<file path="src/rtl/ads8684_ctrl.sv">
// ---------------------------------------------------------------------------
// ads8684_ctrl
//   Frame controller for an ADS8684-style SAR ADC. Each frame sends a 32-bit
//   word {cmd, 16'h0000} MSB first on sdi while capturing sdo. cmd selects the
//   input channel for the next conversion. The ADC is pipelined, so each frame
//   returns the result commanded by the previous frame. Results are published
//   with the channel they belong to.
//
//   Frame timeline, measured in clk cycles from the edge that samples start:
//     SETUP : SCLK_DIV cycles, csn low, sclk low, sdi = first command bit
//     SHIFT : 64 sclk toggles spaced SCLK_DIV apart (32 full periods)
//     HOLD  : SCLK_DIV cycles, csn low, sclk low
//     GAP   : CSN_HIGH cycles, csn high, start ignored
//   csn is low for 66*SCLK_DIV cycles in total.
//
// Ports
//   clk        system clock, rising edge
//   rst        asynchronous active-high reset
//   start      frame request, sampled only while idle
//   chan[1:0]  channel to command, sampled together with start
//   busy       high whenever the controller is not idle
//   data[15:0] last published conversion result
//   data_chan  channel that data belongs to
//   data_valid one-cycle strobe when data/data_chan are updated
//   csn        ADC chip select, active low
//   sclk       ADC serial clock, idles low
//   sdi        command bit to the ADC
//   sdo        result bit from the ADC
// ---------------------------------------------------------------------------
module ads8684_ctrl #(
  parameter int SCLK_DIV = 2,   // sclk half-period in clk cycles, 1..255
  parameter int CSN_HIGH = 4    // csn-high gap between frames, 1..255
) (
  input  logic        clk,
  input  logic        rst,
  input  logic        start,
  input  logic [1:0]  chan,
  output logic        busy,
  output logic [15:0] data,
  output logic [1:0]  data_chan,
  output logic        data_valid,
  output logic        csn,
  output logic        sclk,
  output logic        sdi,
  input  logic        sdo
);

  localparam logic [2:0] ST_IDLE  = 3'd0;
  localparam logic [2:0] ST_SETUP = 3'd1;
  localparam logic [2:0] ST_SHIFT = 3'd2;
  localparam logic [2:0] ST_HOLD  = 3'd3;
  localparam logic [2:0] ST_GAP   = 3'd4;

  localparam logic [7:0] DIV_LAST  = 8'(SCLK_DIV - 1);
  localparam logic [7:0] GAP_LAST  = 8'(CSN_HIGH - 1);
  localparam logic [5:0] EDGE_LAST = 6'd63;  // 64th toggle is the 32nd fall

  logic [2:0]  state;
  logic [7:0]  clk_cnt;    // cycles spent in the current phase
  logic [5:0]  edge_cnt;   // sclk toggles issued so far in SHIFT
  logic [31:0] tx_sr;
  logic [15:0] rx_sr;      // only the leading 16 bits of the frame carry data
  logic [1:0]  cur_chan;   // channel commanded by the frame in flight
  logic [1:0]  prev_chan;  // channel whose result the frame in flight returns
  logic        prev_valid; // a complete frame has been sent since reset

  assign busy = (state != ST_IDLE);
  // tx_sr is zero whenever the block is idle, so sdi idles low for free.
  assign sdi  = tx_sr[31];

  // NOTE: every register below is assigned with <= so all of them update
  // from the same pre-edge values; blocking assignments here would let the
  // order of statements change the hardware.
  always_ff @(posedge clk or posedge rst) begin
    if (rst) begin
      state      <= ST_IDLE;
      clk_cnt    <= '0;
      edge_cnt   <= '0;
      tx_sr      <= '0;
      rx_sr      <= '0;
      cur_chan   <= '0;
      prev_chan  <= '0;
      prev_valid <= 1'b0;
      csn        <= 1'b1;
      sclk       <= 1'b0;
      data       <= '0;
      data_chan  <= '0;
      data_valid <= 1'b0;
    end else begin
      data_valid <= 1'b0;
      case (state)
        ST_IDLE: begin
          clk_cnt  <= '0;
          edge_cnt <= '0;
          if (start) begin
            cur_chan <= chan;
            // cmd = 16'hC000 | chan << 10, followed by 16 zero bits
            tx_sr    <= {4'b1100, chan, 26'd0};
            csn      <= 1'b0;
            state    <= ST_SETUP;
          end
        end

        ST_SETUP: begin
          if (clk_cnt == DIV_LAST) begin
            clk_cnt <= '0;
            state   <= ST_SHIFT;
          end else begin
            clk_cnt <= clk_cnt + 8'd1;
          end
        end

        ST_SHIFT: begin
          if (clk_cnt == DIV_LAST) begin
            clk_cnt <= '0;
            sclk    <= ~sclk;
            if (!sclk) begin
              // Rising edge: sample sdo. Rises 1..16 occur at even toggle
              // counts below 32 and carry the conversion result.
              if (!edge_cnt[5]) rx_sr <= {rx_sr[14:0], sdo};
            end else begin
              // Falling edge: present the next command bit.
              tx_sr <= {tx_sr[30:0], 1'b0};
            end
            if (edge_cnt == EDGE_LAST) begin
              edge_cnt <= '0;
              state    <= ST_HOLD;
            end else begin
              edge_cnt <= edge_cnt + 6'd1;
            end
          end else begin
            clk_cnt <= clk_cnt + 8'd1;
          end
        end

        ST_HOLD: begin
          if (clk_cnt == DIV_LAST) begin
            clk_cnt <= '0;
            csn     <= 1'b1;
            state   <= ST_GAP;
            // The result in rx_sr belongs to the previous frame's command;
            // nothing is published until such a frame exists.
            if (prev_valid) begin
              data       <= rx_sr;
              data_chan  <= prev_chan;
              data_valid <= 1'b1;
            end
            prev_chan  <= cur_chan;
            prev_valid <= 1'b1;
          end else begin
            clk_cnt <= clk_cnt + 8'd1;
          end
        end

        ST_GAP: begin
          if (clk_cnt == GAP_LAST) begin
            clk_cnt <= '0;
            state   <= ST_IDLE;
          end else begin
            clk_cnt <= clk_cnt + 8'd1;
          end
        end

        default: begin
          state <= ST_IDLE;
          csn   <= 1'b1;
          sclk  <= 1'b0;
        end
      endcase
    end
  end

endmodule

</file>
<file path="config.mk">
export PLATFORM = sky130hd
export DESIGN_NAME = ads8684_ctrl
export DESIGN_NICKNAME = d
export VERILOG_FILES = /design/src/rtl/ads8684_ctrl.sv
export SDC_FILE = /design/constraint.sdc
export NUM_CORES = 1
export LEC_CHECK = 0
export ABC_AREA = 1
export CORE_ASPECT_RATIO = 1.75
export CORE_MARGIN = 1.5
export CORE_UTILIZATION = 35
export CTS_CLUSTER_SIZE = 8
export DETAILED_ROUTE_END_ITERATION = 8
export PLACE_DENSITY = 0.59
export RECOVER_POWER = 100
export SLEW_MARGIN = 15
export SYNTH_ARGS = -nofsm -noshare
export SYNTH_HDL_FRONTEND = slang
export SYNTH_SLANG_ARGS = --single-unit
</file>
<file path="constraint.sdc">
create_clock -name clk -period 2.05 [get_ports clk]
set_input_delay 0.205 -clock clk [delete_from_list [all_inputs] [get_ports clk]]
set_output_delay 0.205 -clock clk [all_outputs]
set_load 0.05 [all_outputs]
</file>
==> results.cfg, run 1 <==
[status]
status = finished clean

[logic_synthesis]
yosysTopAreaCell = dfrtp_1
yosysSeqAreaShare = 0.557
syn_nets = 338
yosysWarnings = 0
syn-cell-area_sq_um = 2920
synth_top_cell_area_share = 0.548
synth_edf_count = 0
avgSynthCellArea_sq_um = 8.88
yosys-top-cells-area = dfrtp_1 55%, nand2_1 11%, o21ai_2 4.8%, inv_1 4.8%, nor2_1 4.5%
syn_inst = 329
ys_types = 26
ys_top_cells_by_count = 88 x nand2_1, 64 x dfrtp_1, 37 x inv_1, 35 x nor2_1, 24 x o21ai_0
synthFlopType = dfrtp_1
synthArstFlopShare = 1.00
yosysMostFrequentCell = nand2_1
ys_ff_latch = 65

[power_and_ir_drop]
p_leak_uw = 0.00175
internal_power_uw = 3190
ir_drop_uv = 635
switching_share = 0.414
pwr-share-seq = 0.351
power_density_nw_per_um2 = 1570
p_switching_uw = 2260
comb_power_share = 0.391
total_power_uw = 5450
clkPwrFrac = 0.257

[clock_network]
clkTransAtPathRegs_ns = 0.05
root_buffer = clkbuf_16
clock_latency_ns = 0.33
postCtsSetupBuffers = 0
ctsHoldBuffers = 0
cts.repair.resized = 0
htreeDepth = 3
tritoncts = done
cts_buffers = 9
clk_path_buf_depth = 2
cts_sinks = 65

[worst_setup_path]
rr_startpoint = state[0]
r2r_slack_ns = 0.22
cp_slowest_cell = dlygate4sd3_1
critPathKind = reg2out
r2r-end = tx_sr[27]
cp_slowest_stage_delay_ns = 0.86
path_cells = dlygate4sd3_1
path_delay_family = buffers and inverters
cp_num_buf_inv = 1
cp-start-kind = register
end_kind = output pin
crit_fanout = 2
crit_required_ns = 1.85
worstPathArrival_ns = 1.71
ff2ff_path_depth = 8

[min_path]
holdPathEnd = csn
hold_path.startpoint = csn
holdCritPathClass = reg2reg
hold-path-cell-count = 2

[timing]
hold_ws_ns = 0.468
fin_ws_ns = 0.137
tns_ns = 0
fmaxAchievable_mhz = 523
min_period_over_period = 0.933
slew_headroom = 0.0633
rsz0062_at_grt = no
fin_crit_ns = 1.91
setup_violations = 0
worst_pin_slew_ns = 1.41
hold_viol = 0
finClkSkew_ns = 0.00534
drv_slew = 0

[finish]
fin_util = 0.433
n_antenna_cell = 0
nets = 373
drive_gt1_frac = 0.0678
syn_to_final_growth_pct = 19.0

[die]
die-width_microns = 72.1
initial_core_util = 0.364
fp.dieH_microns = 124
ios = 29
die_area_sq_um = 8920
design.core.area_sq_um = 8020
rows = 43

[global_routing]
grt_util_met3 = 0.0461
grt_usage = 0.143
grt_max_degree = 66
grt_pass1_wl_microns = 9590
antenna_found_initial = 0
use_met2 = 0.242
grt-busiest-layer = met2
overflow = 0
grt_pass1_vias = 2223
grt_use_met1 = 0.150

[route]
first_iter_violations = 119
vias_per_cell = 4.73
routedWlPerCell_microns = 12.0
route.detailed.drc = 0
drtPass1Iterations = 4
postRouteAntennaNets = 0
num_vias = 2173
routed_wl_microns = 5500

[placed_design]
dp_hpwl_microns = 3870
port-buffer-count = 28
gp_congestion = 0.808
place_ws_ns = 0.266

[flow_run]
maxCapViolCount = 0
[power groups by stage]
stage / combinational (uW) / clock, uW / sequential [uW]
after global routing: 2440 / 1500 / 1960
after detailed placement: 2340 / 0 / 1940
after floorplan: 1360 / 0 / 2320
final: 2130 / 1400 / 1910
after CTS: 2350 / 1450 / 1930
after global placement: 2330 / 0 / 1930
[cells by family (layout without fill, tap and decap cells)]
kind of cell             count (synthesis)  after routing  synth area share
AO/OA/AOI/OAI                           61             61             0.128
adder cells (fa/ha/maj)                  3              3            0.0129
buffers and inverters                   47             87            0.0703
flip-flops                              65             65             0.557
XOR/XNOR                                 4              4            0.0120
AND/OR/NAND/NOR                        149            149             0.220
[through the flow]
step                cell area [sq um]  cells
detailed placement               3290    443
finish                           3470    459
CTS                              3570    459
floorplan                        2920    329
global placement                 3290    443
global route                     3470    459
[worst reg2reg max path, delay by kind of cell, from the launching register on]
kind | cells | cell delay (ns)
flops | 1 | 0.42
simple gates | 4 | 0.62
compound gates | 2 | 0.34
buf+inv | 2 | 0.31
[routing by layer]
layer  part of all wire  wire length [microns]  up-vias
met4              0.035                    195        0
met1               0.43                   2370     1009
met2               0.50                   2760       39
li1                   -                      -     1113
met5                  0                      0        -
met3              0.032                    178       12
[registers in the layout, summed over array words and instances (netlist names)]
register,count
edge_cnt,6
state,3
tx_sr,6
data_valid,1
rx_sr,16
prev_valid,1
data,16
data_chan,2
cur_chan,2
csn,1
clk_cnt,8
prev_chan,2
sclk,1
[area by class of cell]
type | count | area (sq um)
Tap cell | 90 | 113
Sequential cell | 65 | 1630
Clock inverter | 2 | 12.5
Timing Repair Buffer | 31 | 288
Multi-Input combinational cell | 217 | 1020
Inverter | 40 | 150
Fill cell | 810 | 4540
Clock buffer | 14 | 264
[worst max path at each step]
stage / from / endpoint / cells after the start
after CTS: state[0] / busy / 3
after global placement: clk_cnt[0] / data[5] / 8
after global routing: rst / rx_sr[12] / 3
after floorplan: rst / clk_cnt[0] / 1
final: csn / csn / 1
after detailed placement: clk_cnt[0] / data[4] / 8
[cell usage in the layout, fill, tap and decap left out, types with 2 or more instances in the layout]
cell and n:
nand2_1 89, dfrtp_1 64, o21ai_0 42, inv_1 38, nor2_1 37, dlygate4sd3_1 23
a21oi_1 13, nand3_1 10, clkbuf_16 9, clkbuf_1 5, xor2_1 4, clkdlybuf4s50_1 4
nand2_2 3, nand4_1 3, ha_1 3, nor2_2 2, nor2_8 2, o21ai_1 2
nor3_1 2, o211ai_1 2, clkbuf_8 2
Power figures use the tool's default switching activity.
==> run 2: changes to the inputs <==
Settings changed: CAP_MARGIN set to 30, CORE_UTILIZATION 35 to 25, PLACE_DENSITY 0.59 to 0.47.
==> results.cfg, run 2 (same netlist as run 1, synthesis figures left out) <==
[finish]
design_area_sq_um = 3560
multi_input_area_sq_um = 1020
fin_util = 0.311
num-fill-cells = 1230
final_cell_mix = 89 x nand2_1, 64 x dfrtp_1, 42 x o21ai_0
n_antenna_cell = 0
final_common_cell = nand2_1
drive_gt1_frac = 0.0786
final_cells = 504
nets = 373
layout.area.seq_sq_um = 1630
top_regs = data: 16 flops, rx_sr: 16 flops, clk_cnt: 8 flops
syn_to_final_growth_pct = 21.8

[global_routing]
antenna_found_initial = 0
overflow = 0
grt_max_degree = 66
grt_usage = 0.103
grt_pass1_wl_microns = 10000
grt_pass1_vias = 2157

[clock_network]
cts_buffers = 9
ctsHoldBuffers = 0
cts.repair.resized = 0
tritoncts = done
postCtsSetupBuffers = 0
htreeDepth = 3
clock_latency_ns = 0.33
clk_path_buf_depth = 2
root_buffer = clkbuf_16
cts_sinks = 65
clkTransAtPathRegs_ns = 0.05

[timing]
fin_crit_ns = 1.92
finClkSkew_ns = 0.00589
setup_violations = 0
tns_ns = 0
fin_ws_ns = 0.131
fmaxAchievable_mhz = 521
worst_pin_slew_ns = 1.46
min_period_over_period = 0.936
hold_viol = 0
rsz0062_at_grt = no
slew_headroom = 0.0281
drv_slew = 0

[power_and_ir_drop]
clkPwrFrac = 0.269
internal_power_uw = 3280
ir_drop_uv = 763
p_leak_uw = 0.00176
pwr-share-seq = 0.343
power_density_nw_per_um2 = 1570
comb_power_share = 0.388
p_switching_uw = 2300
switching_share = 0.412

[worst_setup_path]
cp_slowest_cell = dlygate4sd3_1
cp.depth = 1
crit_fanout = 2
crit_required_ns = 1.85
path_cells = dlygate4sd3_1
critPathKind = reg2out
end_kind = output pin
cp_slowest_stage_delay_ns = 0.87
path_delay_family = buffers and inverters
ff2ff_path_depth = 8
worstPathArrival_ns = 1.71
r2r_slack_ns = 0.21
cp-start-kind = register
cp_num_buf_inv = 1

[placed_design]
place_area_sq_um = 3350
place_ws_ns = 0.216
dp_cells = 488
gp_congestion = 0.778
dp_hpwl_microns = 4080
port-buffer-count = 28

[route]
num_vias = 2208
drtPass1Iterations = 4
first_iter_violations = 77
vias_per_cell = 4.38
route.detailed.drc = 0
postRouteAntennaNets = 0
routed_wl_microns = 5850
routedWlPerCell_microns = 11.6

[die]
ios = 29
design.core.area_sq_um = 11500
die-width_microns = 84.7
initial_core_util = 0.255
rows = 52
die_area_sq_um = 12400
fp.dieH_microns = 146

[min_path]
hold-path-cell-count = 2
holdCritPathClass = reg2reg

[status]
status = finished clean

[flow_run]
maxCapViolCount = 0
[run 2: metal layers]
layer | vias to the layer above | global-route usage | routed length, microns
li1 | 1116 | - | -
met1 | 1039 | 0.115 | 2450
met2 | 42 | 0.173 | 2970
met3 | 11 | 0.0272 | 263
met4 | 0 | 0.0589 | 157
met5 | - | 0 | 0
[run 2: cell type report]
class                           instances  share of cell area
Inverter                               40              0.0422
Sequential cell                        65               0.458
Timing Repair Buffer                   31              0.0816
Tap cell                              135              0.0475
Clock buffer                           10              0.0672
Clock inverter                          6              0.0162
Multi-Input combinational cell        217               0.287
[run 2: power by group through the flow]
stage | Clock [uW] | Sequential (uW) | Combinational (uW)
2_1_floorplan | 0 | 2320 | 1360
3_3_place_gp | 0 | 1950 | 2360
3_5_place_dp | 0 | 1950 | 2380
4_1_cts | 1560 | 1930 | 2390
5_1_grt | 1610 | 1970 | 2450
6_report | 1500 | 1910 | 2160
[run 2: final timing paths]
kind | startpoint | endpoint
worst max-delay path | csn | csn
worst min-delay path | csn | csn
worst max register to register | state[0] | tx_sr[27]
worst min register to register | csn | csn
max in group asynchronous | rst | edge_cnt[1]
min in group asynchronous | rst | rx_sr[6]
[run 2: through the flow]
stage | hold slack [ns] | power, uW
global placement | 0.463 | 4310
finish | 0.462 | 5580
detailed placement | 0.459 | 4320
floorplan | 0.315 | 3690
global route | 0.481 | 6030
CTS | 0.296 | 5870
==> run 3: changes to the inputs <==
Settings changed: CORE_UTILIZATION 25 to 50, MAX_ROUTING_LAYER set to met4, PLACE_DENSITY 0.47 to 0.77.
==> results.cfg, run 3 (same netlist as run 1, synthesis figures left out) <==
[status]
status = finished clean

[flow_run]
maxCapViolCount = 0

[worst_setup_path]
end_kind = output pin
cp_num_buf_inv = 1
crit_fanout = 2
ff2ff_path_depth = 8
cp_slowest_stage_delay_ns = 0.87
path_delay_family = buffers and inverters
worstPathArrival_ns = 1.72
critPathKind = reg2out
crit_required_ns = 1.85
cp-start-kind = register
path_cells = dlygate4sd3_1
cp.depth = 1
r2r_slack_ns = 0.25
cp_slowest_cell = dlygate4sd3_1

[global_routing]
antenna_found_initial = 0
grt_pass1_vias = 2180
grt_max_degree = 62
grt_usage = 0.199
overflow = 0
grt_pass1_wl_microns = 9310

[power_and_ir_drop]
p_switching_uw = 2230
internal_power_uw = 3150
clkPwrFrac = 0.245
switching_share = 0.414
pwr-share-seq = 0.356
total_power_uw = 5380
power_density_nw_per_um2 = 1570
ir_drop_uv = 985
p_leak_uw = 0.00174
comb_power_share = 0.399

[route]
route.detailed.drc = 0
num_vias = 2192
vias_per_cell = 4.93
postRouteAntennaNets = 0
drtPass1Iterations = 4
routedWlPerCell_microns = 11.9
first_iter_violations = 97
routed_wl_microns = 5280

[timing]
finClkSkew_ns = 0.00496
fin_ws_ns = 0.121
drv_slew = 0
fmaxAchievable_mhz = 518
tns_ns = 0
rsz0062_at_grt = no
slew_headroom = 0.473
setup_violations = 0
fin_crit_ns = 1.93
worst_pin_slew_ns = 0.790
min_period_over_period = 0.941
hold_viol = 0

[clock_network]
clkTransAtPathRegs_ns = 0.07
root_buffer = clkbuf_8
clk_path_buf_depth = 2
clock_latency_ns = 0.34
cts.repair.resized = 0
htreeDepth = 3
cts_buffers = 9
postCtsSetupBuffers = 0
ctsHoldBuffers = 0
cts_sinks = 65
tritoncts = done

[finish]
drive_gt1_frac = 0.0786
final_common_cell = nand2_1
syn_to_final_growth_pct = 17.6
top_regs = data: 16 flops, rx_sr: 16 flops, clk_cnt: 8 flops
design_area_sq_um = 3430
nets = 373
final_cell_mix = 88 x nand2_1, 64 x dfrtp_1, 42 x o21ai_0
num-fill-cells = 544
n_antenna_cell = 0

[placed_design]
place_area_sq_um = 3280
port-buffer-count = 28
place_ws_ns = 0.252
dp_hpwl_microns = 3680
gp_congestion = 0.855

[die]
die_area_sq_um = 6330
rows = 36
design.core.area_sq_um = 5590
fp.dieH_microns = 104
ios = 29
initial_core_util = 0.523
die-width_microns = 60.8

[min_path]
holdCritPathClass = in2async
run 3: cell types whose count changed in the layout (fill, tap and decap cells not counted), moves of 2 or more:
cell and change:
clkbuf_8 +9, clkbuf_16 -9, clkinv_2 -3, bufinv_16 +2
run 3: routing by layer:
metal,vias to the layer above,GRT usage,share of wire
li1,1113,-,-
met1,1025,0.222,0.43
met2,43,0.316,0.51
met3,11,0.0622,0.038
met4,0,0.0885,0.023
met5,-,-,0
run 3: layout make-up:
| type | count | area [sq um] | area share |
|---|---|---|---|
| flip-flops and latches | 65 | 1630 | 0.474 |
| multi-input cells | 217 | 1020 | 0.298 |
| repair buffers | 31 | 294 | 0.0856 |
| inverters | 40 | 150 | 0.0437 |
| clock buffers | 11 | 141 | 0.0412 |
| clock inverters | 5 | 103 | 0.0299 |
| well taps | 76 | 95.1 | 0.0277 |
run 3: worst paths after layout:
check | to | start
min in group clk | rx_sr[0] | sdo
setup reg to reg | tx_sr[27] | state[0]
max in group asynchronous | tx_sr[26] | rst
hold / removal | rx_sr[0] | rst
setup / recovery | csn | csn
hold reg to reg | csn | csn
run 3: power by group through the flow:
| stage | Combinational, uW | Clock, uW | Sequential [uW] |
|---|---|---|---|
| final | 2150 | 1320 | 1910 |
| after detailed placement | 2340 | 0 | 1940 |
| after floorplan | 1360 | 0 | 2320 |
| after global placement | 2280 | 0 | 1930 |
| after CTS | 2350 | 1350 | 1920 |
| after global routing | 2430 | 1400 | 1970 |
run 3: through the flow:
stage | utilization | hold slack (ns) | std cells
floorplan | - | 0.315 | 329
global placement | 0.586 | 0.413 | 429
detailed placement | 0.586 | 0.420 | 429
CTS | 0.630 | 0.0460 | 445
global route | 0.615 | 0.199 | 445
finish | 0.615 | 0.193 | 445
